### config.mk
export PLATFORM = sky130hd
export DESIGN_NAME = dco_pwm_timer
export DESIGN_NICKNAME = d
export VERILOG_FILES = /design/src/rtl/dco_pwm_timer.sv
export SDC_FILE = /design/constraint.sdc
export NUM_CORES = 1
export LEC_CHECK = 0
export ABC_AREA = 1
export CAP_MARGIN = 20
export CORE_AREA = 4 4 105 97
export CTS_CLUSTER_SIZE = 12
export DETAILED_ROUTE_END_ITERATION = 12
export DIE_AREA = 0 0 109 101
export HOLD_SLACK_MARGIN = 0.12
export PLACE_DENSITY = 0.81
export RECOVER_POWER = 50
export REMOVE_ABC_BUFFERS = 1
export SYNTH_ARGS = -nofsm -noshare
export SYNTH_HDL_FRONTEND = slang
export SYNTH_SLANG_ARGS = --single-unit
### constraint.sdc
create_clock -name dco_clk -period 2.1 [get_ports dco_clk]
set_input_delay 0.63 -clock dco_clk [delete_from_list [all_inputs] [get_ports dco_clk]]
set_output_delay 0.63 -clock dco_clk [all_outputs]
set_load 0.01 [all_outputs]
### src/rtl/dco_pwm_timer.sv
// dco_pwm_timer: DCO-clocked PWM generator with period-end IRQ; one-shot mode is built only when DCO_PWM_ONESHOT_EN is defined
module dco_pwm_timer #(
  parameter int DATA_WIDTH = 32,
  parameter int N          = 16
) (
  input  logic                  dco_clk,
  input  logic                  sys_rst_n,
  input  logic [DATA_WIDTH-1:0] pwm_ctrl,
  input  logic [DATA_WIDTH-1:0] pwm_period,
  input  logic [DATA_WIDTH-1:0] pwm_duty,
  output logic [DATA_WIDTH-1:0] hw_up_pwm_ctrl,
  output logic [DATA_WIDTH-1:0] hw_val_pwm_ctrl,
  output logic                  pwm_out,
  output logic                  pwm_period_irq
);
  localparam logic [1:0] IDLE = 2'd0;
  localparam logic [1:0] LOAD = 2'd1;
  localparam logic [1:0] RUN  = 2'd2;
`ifdef DCO_PWM_ONESHOT_EN
  localparam logic [1:0] DONE = 2'd3;
`endif
  logic [1:0]   state_q, state_d;
  logic         on_meta_q, on_sync_q;
  logic [N-1:0] cnt_q, cnt_d, period_q, period_d, duty_q, duty_d;
  logic         pwm_q, pwm_d, irq_q, irq_d;
  logic         bnd, unused_bits;
  assign bnd         = (state_q == RUN) && (cnt_q == period_q);
  assign unused_bits = ^{pwm_ctrl, pwm_period, pwm_duty};
  // Next-state: shadows only reload at LOAD or a period boundary; losing ON in RUN aborts at once
  always_comb begin
    state_d  = state_q;
    cnt_d    = cnt_q;
    period_d = period_q;
    duty_d   = duty_q;
    pwm_d    = 1'b0;
    irq_d    = 1'b0;
    case (state_q)
      IDLE: begin
        cnt_d   = '0;
        state_d = on_sync_q ? LOAD : IDLE;
      end
      LOAD: begin
        period_d = pwm_period[N-1:0];
        duty_d   = pwm_duty[N-1:0];
        cnt_d    = '0;
        state_d  = RUN;
      end
      RUN: begin
        irq_d    = bnd;
        period_d = bnd ? pwm_period[N-1:0] : period_q;
        duty_d   = bnd ? pwm_duty[N-1:0] : duty_q;
        pwm_d    = on_sync_q && (cnt_q < duty_q);
        cnt_d    = (bnd || !on_sync_q) ? '0 : cnt_q + N'(1);
`ifdef DCO_PWM_ONESHOT_EN
        state_d  = !on_sync_q ? IDLE : (bnd && pwm_ctrl[1]) ? DONE : RUN;
`else
        state_d  = on_sync_q ? RUN : IDLE;
`endif
      end
`ifdef DCO_PWM_ONESHOT_EN
      default: state_d = on_sync_q ? DONE : IDLE;
`else
      default: state_d = IDLE;
`endif
    endcase
  end
  // State, counter, shadows and the two-flop ON synchroniser
  always_ff @(posedge dco_clk or negedge sys_rst_n) begin
    if (!sys_rst_n) begin
      state_q   <= IDLE;
      on_meta_q <= 1'b0;
      on_sync_q <= 1'b0;
      cnt_q     <= '0;
      period_q  <= '0;
      duty_q    <= '0;
      pwm_q     <= 1'b0;
      irq_q     <= 1'b0;
    end else begin
      state_q   <= state_d;
      on_meta_q <= pwm_ctrl[0];
      on_sync_q <= on_meta_q;
      cnt_q     <= cnt_d;
      period_q  <= period_d;
      duty_q    <= duty_d;
      pwm_q     <= pwm_d;
      irq_q     <= irq_d;
    end
  end
`ifdef DCO_PWM_ONESHOT_EN
  logic clr_q;
  // Marks the first DONE cycle so ON is cleared by hardware exactly once
  always_ff @(posedge dco_clk or negedge sys_rst_n) begin
    if (!sys_rst_n) clr_q <= 1'b0;
    else clr_q <= (state_q == RUN) && (state_d == DONE);
  end
  assign hw_up_pwm_ctrl = DATA_WIDTH'({irq_q, 7'b0, clr_q});
`else
  assign hw_up_pwm_ctrl = DATA_WIDTH'({irq_q, 8'b0});
`endif
  assign hw_val_pwm_ctrl = DATA_WIDTH'({irq_q, 8'b0});
  assign pwm_out         = pwm_q ^ pwm_ctrl[2];
  assign pwm_period_irq  = irq_q;
endmodule
==> reports/results.txt <==
Syn-to-layout area delta - 8.42%
Max VDD drop - 365 uV
Hold Violations, Final - 0
Synth Cell Area - 3920 um^2
Reg power frac - 40.5%
Ant. Diodes - 0
routed vias/inst - 4.54
Clock H-tree levels - 2
Gate power share - 41.9%
Skew-Pair Late Insertion Delay - 0.31 ns
Final WS setup - 0.0857 ns
type of the most critical hold path - reg -> reg
final worst path period share - 95.9%
Routed WL per cell - 11.6 um
Critical Path RT - 1.47 ns
Hold Buf Count CTS - 0
Post-DP HPWL - 6060 um
Initial Util - 43.4%
initial antenna violation count - 0
CTS Buf Count - 5
commonest cells after routing, fill and taps aside - nand2_1, conb_1, dfrtp_1
antenna violation net count after detailed routing - 0
number of cells produced by synthesis - 537
Worst Setup SP - pwm_ctrl[2]
first-pass GRT wire length - 13300 um
All-Layer GR Usage - 15.1%
Ports - 164
Avg Synthesized Cell Area - 7.31 um^2
Pint - 2.33 mW
skew final - 0.0145 ns
FF-to-FF End - duty_q[10]
crit path to - pwm_out
Crit Path Class - in -> out
Setup crit end kind - output pin
register bit total from synthesis - 54
first-pass iteration count of the detailed router - 5
DR vias - 3148
Synth warnings - 0
Final #Nets - 686
PwrDens - 930 nW/um^2
crit path launch type - input port
post-placement cell count - 687
Leakage Power - 2.29 nW
Worst Path Max Fanout - 1
worst slew pin tran - 1.35 ns
proportion of layout cells with a drive suffix above 1 - 10.7%
Die W - 109 um
GP Congestion - 0.884
FMAX - 496 MHz
outcome - complete, no violations
Remaining DRCs - 0
R2R setup slack - 0.40 ns
Switching Fraction - 41.0%
gr ovfl total - 0
routed wire length - 8060 um
Worst Hold Depth - 0
full die area - 11000 um^2
largest net degree at the start of global routing - 55
reg-to-reg critical path startpoint - cnt_q[8]
CTS tree - yes
max-cap viol count - 0
setup_tns - 0 ns
core area - 9040 um^2
Setup Fix Bufs, Post-CTS - 0
Slew Viols, Final - 0
most common cell after layout, fill and taps aside - nand2_1
CTS root buffer - clkbuf_8
CTS Buffer Depth - 2
Die Span Y - 101 um
Non-Filler Instances - 694
vias in the first global route - 2956
critical path data arrival time - 1.38 ns
Initial DRC Count - 166
final setup fails - 0
Tmin final - 2.01 ns
worst slack at placement - -0.324 ns
Clock power frac - 17.6%
# rows - 33
# port buffers - 39
sequential fraction of the synthesis area - 34.4%
RSZ-0062 raised after global routing - no
worst r2r path cells - 8
# clock sinks - 54
P_sw - 1.62 mW
Worst-path clk slew - 0.10 ns
Slew HR - 10.2%
synth unique cells - 28
post_cts resized - 4
==> registers in the layout (all words and copies together) (netlist names) <==
| signal | count |
|---|---|
| state_q | 2 |
| pwm_period_irq | 1 |
| duty_q | 16 |
| period_q | 16 |
| on_sync_q | 1 |
| pwm_q | 1 |
| on_meta_q | 1 |
| cnt_q | 16 |
==> cell type report <==
cell class                      instances  area, um^2
Clock buffer                            5        68.8
Clock inverter                          2        38.8
Fill cell                             915        4790
Inverter                               56         210
Multi-Input combinational cell        410        2000
Sequential cell                        54        1350
Tap cell                              122         153
Timing Repair Buffer                   45         435
==> power by group through the flow <==
stage | Combinational (mW) | Clock, mW | Sequential [mW]
5_1_grt | 1.92 | 0.758 | 1.64
3_5_place_dp | 1.67 | 0 | 1.62
2_1_floorplan | 1.24 | 0 | 1.55
4_1_cts | 1.67 | 0.720 | 1.60
3_3_place_gp | 1.61 | 0 | 1.61
6_report | 1.66 | 0.697 | 1.60
==> worst min path at each step <==
stage | from | end | slack (ns)
floorplan | sys_rst_n | cnt_q[0] | 0.33
global placement | on_meta_q | on_sync_q | 0.33
detailed placement | on_meta_q | on_sync_q | 0.34
CTS | sys_rst_n | duty_q[14] | 0.31
global route | on_meta_q | on_sync_q | 0.39
finish | on_meta_q | on_sync_q | 0.37
==> Yosys cell counts <==
cell type,instances,share of area [%]
a211oi_1,1,0.19
a21oi_1,8,1.0
buf_1,1,0.096
buf_12,3,1.5
buf_2,4,0.51
buf_4,66,13
clkbuf_1,4,0.38
conb_1,1,0.096
dfrtp_1,54,34
ha_1,16,5.1
inv_1,45,4.3
inv_2,11,1.1
nand2_1,160,15
nand2_2,30,4.8
nand2_4,1,0.29
nand2_8,1,0.51
nand3_1,46,5.9
nand3b_1,8,1.5
nand4_1,11,1.8
nor2_1,40,3.8
nor2_2,2,0.32
nor2_4,1,0.29
nor3_1,4,0.51
nor4_1,1,0.16
o2111ai_1,1,0.22
o21ai_0,5,0.64
o31ai_1,1,0.19
xor2_1,11,2.5
==> metrics by stage <==
step	total power, mW	utilization, %	hold WS [ns]	instance area, um^2
detailed placement	3.29	46.1	0.336	4170
finish	3.96	47.0	0.372	4250
floorplan	2.79	-	0.331	3560
CTS	4.00	47.2	0.309	4270
global placement	3.21	46.1	0.334	4170
global route	4.33	47.0	0.390	4250
==> critical path, stage by stage <==
cell and delay [ns]:
clkdlybuf4s50_1 0.47, xor2_1 0.13, buf_2 0.15
==> routing by layer <==
metal | track usage, % | vias up | part of all wire, %
li1 | - | 1613 | -
met1 | 20.1 | 1412 | 46
met2 | 25.3 | 114 | 45
met3 | 2.69 | 9 | 8.5
met4 | 3.50 | 0 | 0.83
met5 | 0 | - | 0
==> logic make-up after synthesis <==
| kind of cell | Yosys count | share of synthesized area, % |
|---|---|---|
| XOR/XNOR | 11 | 2.46 |
| adder cells (fa/ha/maj) | 16 | 5.10 |
| flip-flops | 54 | 34.4 |
| other | 1 | 0.0956 |
| AND/OR/NAND/NOR | 305 | 35.1 |
| AO/OA/AOI/OAI | 16 | 2.26 |
| buffers and inverters | 134 | 20.5 |
No activity file was read; power rests on OpenSTA's default activity.
